===== config.mk =====
export PLATFORM = sky130hd
export DESIGN_NAME = reg_transfer_sequencer
export DESIGN_NICKNAME = d
export VERILOG_FILES = /design/src/rtl/reg_transfer_sequencer.sv
export SDC_FILE = /design/constraint.sdc
export NUM_CORES = 1
export LEC_CHECK = 0
export ABC_CLOCK_PERIOD_IN_PS = 2000
export BUFFER_PORTS_ARGS = -buffer_cell sky130_fd_sc_hd__buf_2
export CORE_UTILIZATION = 47
export DETAILED_ROUTE_END_ITERATION = 7
export PLACE_DENSITY_LB_ADDON = 0.3
export SLEW_MARGIN = 20
export SYNTH_ARGS = -nofsm -noshare
export SYNTH_HDL_FRONTEND = slang
export SYNTH_SLANG_ARGS = --single-unit

===== constraint.sdc =====
create_clock -name clk -period 2 [get_ports clk]
set_input_delay 0.2 -clock clk [delete_from_list [all_inputs] [get_ports clk]]
set_output_delay 0.2 -clock clk [all_outputs]
set_load 0.01 [all_outputs]

===== src/rtl/reg_transfer_sequencer.sv =====
`timescale 1ns/1ps
// reg_transfer_sequencer
//   Command-side initiator for the 8 x 16-bit main_register bank. It accepts
//   encoded transfer instructions on a valid/ready channel. It drives the
//   bank's source/dest/move/in/data controls with mutually exclusive strobes.
//   It reads a register back through the bank's combinational out path and
//   returns the value on a valid/ready response channel.
//
// Ports
//   clk, rst_n           clock (rising edge), asynchronous active-low reset
//   instr_valid/ready    instruction handshake
//   instr[23:0]          [23:22] op, [21:19] src, [18:16] dst, [15:0] imm
//                        op: 00 NOP, 01 IN, 10 MOVE, 11 READ
//   rf_source, rf_dest   bank source / destination selects
//   rf_move, rf_in       bank MOVE / IN strobes (never both high)
//   rf_data              bank immediate data
//   rf_out               bank read data, reg[rf_source], combinational
//   rsp_valid/ready      read response handshake
//   rsp_data             captured register value
//   busy                 high whenever the FSM is not in IDLE
//   op_count             completed operations, wraps
//
// Every output comes straight from a flop.
module reg_transfer_sequencer #(
  parameter int HOLD_CYCLES = 1,
  parameter int CNT_W       = 16
) (
  input  logic             clk,
  input  logic             rst_n,
  input  logic             instr_valid,
  output logic             instr_ready,
  input  logic [23:0]      instr,
  output logic [2:0]       rf_source,
  output logic [2:0]       rf_dest,
  output logic             rf_move,
  output logic             rf_in,
  output logic [15:0]      rf_data,
  input  logic [15:0]      rf_out,
  output logic             rsp_valid,
  input  logic             rsp_ready,
  output logic [15:0]      rsp_data,
  output logic             busy,
  output logic [CNT_W-1:0] op_count
);

  localparam int DATA_W = 16;

  localparam logic [1:0] S_IDLE   = 2'd0;
  localparam logic [1:0] S_EXEC   = 2'd1;
  localparam logic [1:0] S_SETTLE = 2'd2;
  localparam logic [1:0] S_RESP   = 2'd3;

  localparam logic [1:0] OP_NOP  = 2'b00;
  localparam logic [1:0] OP_IN   = 2'b01;
  localparam logic [1:0] OP_MOVE = 2'b10;
  localparam logic [1:0] OP_READ = 2'b11;

  localparam logic [3:0] HOLD = 4'(HOLD_CYCLES);

  generate
    if (HOLD_CYCLES < 1 || HOLD_CYCLES > 15) begin : g_bad_hold
      $error("reg_transfer_sequencer: HOLD_CYCLES must be in 1..15");
    end
  endgenerate

  logic [1:0]        state;
  logic [1:0]        op_q;
  logic [DATA_W-1:0] imm_q;
  logic [3:0]        cnt;

  always_ff @(posedge clk or negedge rst_n) begin
    if (!rst_n) begin
      state       <= S_IDLE;
      op_q        <= OP_NOP;
      imm_q       <= '0;
      cnt         <= '0;
      instr_ready <= 1'b1;
      busy        <= 1'b0;
      rf_source   <= '0;
      rf_dest     <= '0;
      rf_move     <= 1'b0;
      rf_in       <= 1'b0;
      rf_data     <= '0;
      rsp_valid   <= 1'b0;
      rsp_data    <= '0;
      op_count    <= '0;
    end else begin
      case (state)
        S_IDLE: begin
          if (instr_valid) begin
            op_q  <= instr[23:22];
            imm_q <= instr[15:0];
            case (instr[23:22])
              OP_NOP: op_count <= op_count + 1'b1;
              OP_IN, OP_MOVE: begin
                // Selects are presented now; strobes follow one edge later so
                // the bank sees stable addresses before the first strobe edge.
                state       <= S_EXEC;
                cnt         <= HOLD;
                instr_ready <= 1'b0;
                busy        <= 1'b1;
                rf_source   <= instr[21:19];
                rf_dest     <= instr[18:16];
              end
              OP_READ: begin
                // One cycle for the registered source select to reach the
                // bank, then the read path is sampled on the following edge.
                state       <= S_SETTLE;
                cnt         <= 4'd1;
                instr_ready <= 1'b0;
                busy        <= 1'b1;
                rf_source   <= instr[21:19];
              end
            endcase
          end
        end

        S_EXEC: begin
          if (cnt != 4'd0) begin
            cnt <= cnt - 4'd1;
            if (op_q == OP_IN) begin
              rf_in   <= 1'b1;
              rf_data <= imm_q;
            end else begin
              rf_move <= 1'b1;
              rf_data <= '0;
            end
          end else begin
            rf_in       <= 1'b0;
            rf_move     <= 1'b0;
            rf_data     <= '0;
            rf_source   <= '0;
            rf_dest     <= '0;
            op_count    <= op_count + 1'b1;
            state       <= S_IDLE;
            instr_ready <= 1'b1;
            busy        <= 1'b0;
          end
        end

        S_SETTLE: begin
          if (cnt != 4'd0) begin
            cnt <= cnt - 4'd1;
          end else begin
            rsp_data  <= rf_out;
            rsp_valid <= 1'b1;
            rf_source <= '0;
            state     <= S_RESP;
          end
        end

        S_RESP: begin
          if (rsp_ready) begin
            rsp_valid   <= 1'b0;
            op_count    <= op_count + 1'b1;
            state       <= S_IDLE;
            instr_ready <= 1'b1;
            busy        <= 1'b0;
          end
        end
      endcase
    end
  end

endmodule


==> run metrics <==
post-synthesis cell type count=between 50 and 60; Yosys Warn Count=0; DP HPWL=5260 um; Layout Cells excl Fill=500; core box area=7370 um2; max incr delay on CP=400 ps; crit-path cells=inv_2 -> ha_2 -> or3b_4 -> nand2_4 -> and3_4 -> buf_12 -> mux2_2; Total GRT Usage=0.187; share of layout cells above drive strength 1=0.481; Max-cap violations=0; most frequent cells in the layout=101 x buf_2, 82 x dfrtp_1, 34 x mux2_2; Clk Tree Root Cell=clkbuf_8; Place WS=-109 ps; ANT nets after route=0; Async S/R FF share, synth=1.00; Worst Max-Slew Pin Slew=~700 ps; Pleak=2.29 nW; switching pwr=2.45 mW; fin crit share=0.962; Mean Syn Cell Area=between 10 and 15 um2; full die area=8130 um2; Crit path max-delay family=simple AND/OR/NAND/NOR gates; relative slew slack=0.543; Die W=90.2 um; I/O pin count=between 100 and 150; Synth Cell Area=3650 um2; cell count after synthesis=277; combinational share of power=0.434; Sequential Power Share=0.395; Crit-path slowest cell=dfrtp_1; Top FF cell, synth=dfrtp_1; startpoint types=register; hold_sp=instr[14]; flops & latches, synth=83; Initial Util=0.496; initial drt markers=91; critical path type=register to register; Internal=4.28 mW; reg2reg setup slack=80 ps; CP max FO=8; vias in the first global route=2564; wire per inst=14.4 um; final WL=7220 um; H-tree levels=3; RSZ-0062 raised after global routing=no; Worst Reg-to-Reg Cells=7; n_diodes=0; # nets final=between 400 and 500; final period demand of the worst path=1920 ps; area grow syn2layout=26.2%; critical path arrival=around 2200 ps; peak supply drop=0.000757 V; TritonCTS clock tree=yes; total chip power=6.73 mW; port bufs=102; Slew Viols, Final=0; clock skew=9.34 ps; reg2reg end=op_count[1]; CTS Buf Count=9; Vias per Instance=5.08; initial antenna violation count=0; hold path depth=2; FMAX=520 MHz; Tightest Hold Check Type=input pin to register; outcome=finished clean; worst skew pair latency=approximately 350 ps; CP bufs+invs=2; pin count of the biggest net entering global routing=40; DP Area=4360 um2; Final Worst Setup Slack=75.8 ps; clock sink count=83; Die Span Y=90.2 um; most common cell after layout, fill and taps aside=buf_2; syn_nets=332; Worst setup EP type=register; part of the power in the clock network=0.171; pwr/cell area=1460 nW/um2; first-pass GRT wire length=12100 um; Critical Path RT=2250 ps; number of remaining DRC errors=0; post-route cell area=4610 um2; routed vias=2538; CTS max path bufs=2; sequential area share after synthesis=0.569; EDFF count, synth=0; gpl congestion=roughly 0.8; Sw Ratio=0.364; GR Overflow Total=0; fillers=between 600 and 700; final hold violations=0; endpoints failing setup=0; r2r startpoint=cnt[1]; DR pass1 iterations=6; WHS Endpoint=imm_q[14]; placed cells=481; clock slew seen by the registers of the worst setup and hold paths=around 90 ps; worst hold slack=69.4 ps; num rows=31
==> through the flow <==
step                      setup TNS [ps]   util
after floorplan                        0      -
after global placement                 0  0.591
after detailed placement           -1580  0.591
after CTS                              0  0.620
after global routing                   0  0.625
final                                  0  0.625
==> power by group through the flow <==
stage	combinational, mW	sequential, mW	clock [mW]
after floorplan	1.71	2.82	0
after global placement	2.72	2.66	0
after detailed placement	2.81	2.69	0
after CTS	2.84	2.66	1.19
after global routing	3.21	2.74	1.27
final	2.92	2.66	1.15
==> final cells by class <==
class | instances | area (um2) | share of cell area
Sequential cell | 83 | 2080 | 0.451
Multi-Input combinational cell | 169 | 1440 | 0.313
Timing Repair Buffer | 121 | 726 | 0.157
Clock buffer | 9 | 124 | 0.0269
Tap cell | 99 | 124 | 0.0269
Clock inverter | 7 | 71.3 | 0.0155
Inverter | 12 | 45.0 | 0.00977
==> Yosys cell counts (all sizes together), types with 7 or more instances <==
master / instances / area [um2]
dfrtp: 82 / 2050
a21oi: 7 / 35.0
a22o: 25 / 220
nand2: 13 / 56.3
xnor2: 14 / 130
nand3: 9 / 77.6
o21ai: 10 / 50.1
nand4: 7 / 65.1
inv: 11 / 41.3
ha: 11 / 138
buf: 8 / 75.1
mux2: 34 / 383
nor2: 7 / 26.3
==> routing by layer <==
layer	share of wire	track usage	wire length, um
met1	0.46	0.250	3320
met2	0.47	0.296	3420
met4	0.013	0.0497	94
met5	0	0	0
met3	0.053	0.0601	382
==> repair_timing <==
| item | in CTS | in global routing |
|---|---|---|
| hold buffers | 1 | 0 |
| gates resized for setup | 2 | 5 |
| endpoints found under the hold margin | 21 | 0 |
| cloned | 0 | 1 |
| endpoints found under the setup margin | 17 | 13 |
| setup buffers | 0 | 1 |
| pin swaps | 0 | 0 |
==> state kept, by name, indices dropped and copies added (netlist names), 2 cells and up <==
signal     flops
rf_dest        3
state          2
op_count      16
rsp_data      16
rf_data       16
op_q           2
rf_source      3
imm_q         16
cnt            4
==> how the worst max path moves through the flow <==
stage	from	end	slack [ps]	depth (start not counted)
after floorplan	cnt[0]	rsp_data[0]	4	7
after global placement	cnt[0]	rf_data[1]	3	6
after detailed placement	cnt[0]	rf_data[11]	-110	6
after CTS	cnt[1]	op_count[1]	6	7
after global routing	cnt[0]	op_count[6]	20	8
final	cnt[1]	op_count[1]	80	7
==> cells by family after synthesis <==
| family | share of synthesized area |
|---|---|
| flip-flops | 0.569 |
| AND/OR/NAND/NOR | 0.106 |
| AO/OA/AOI/OAI | 0.101 |
| multiplexers | 0.108 |
| buffers and inverters | 0.0408 |
| XOR/XNOR | 0.0380 |
| adder cells (fa/ha/maj) | 0.0377 |
(Power assumes the default switching activity.)
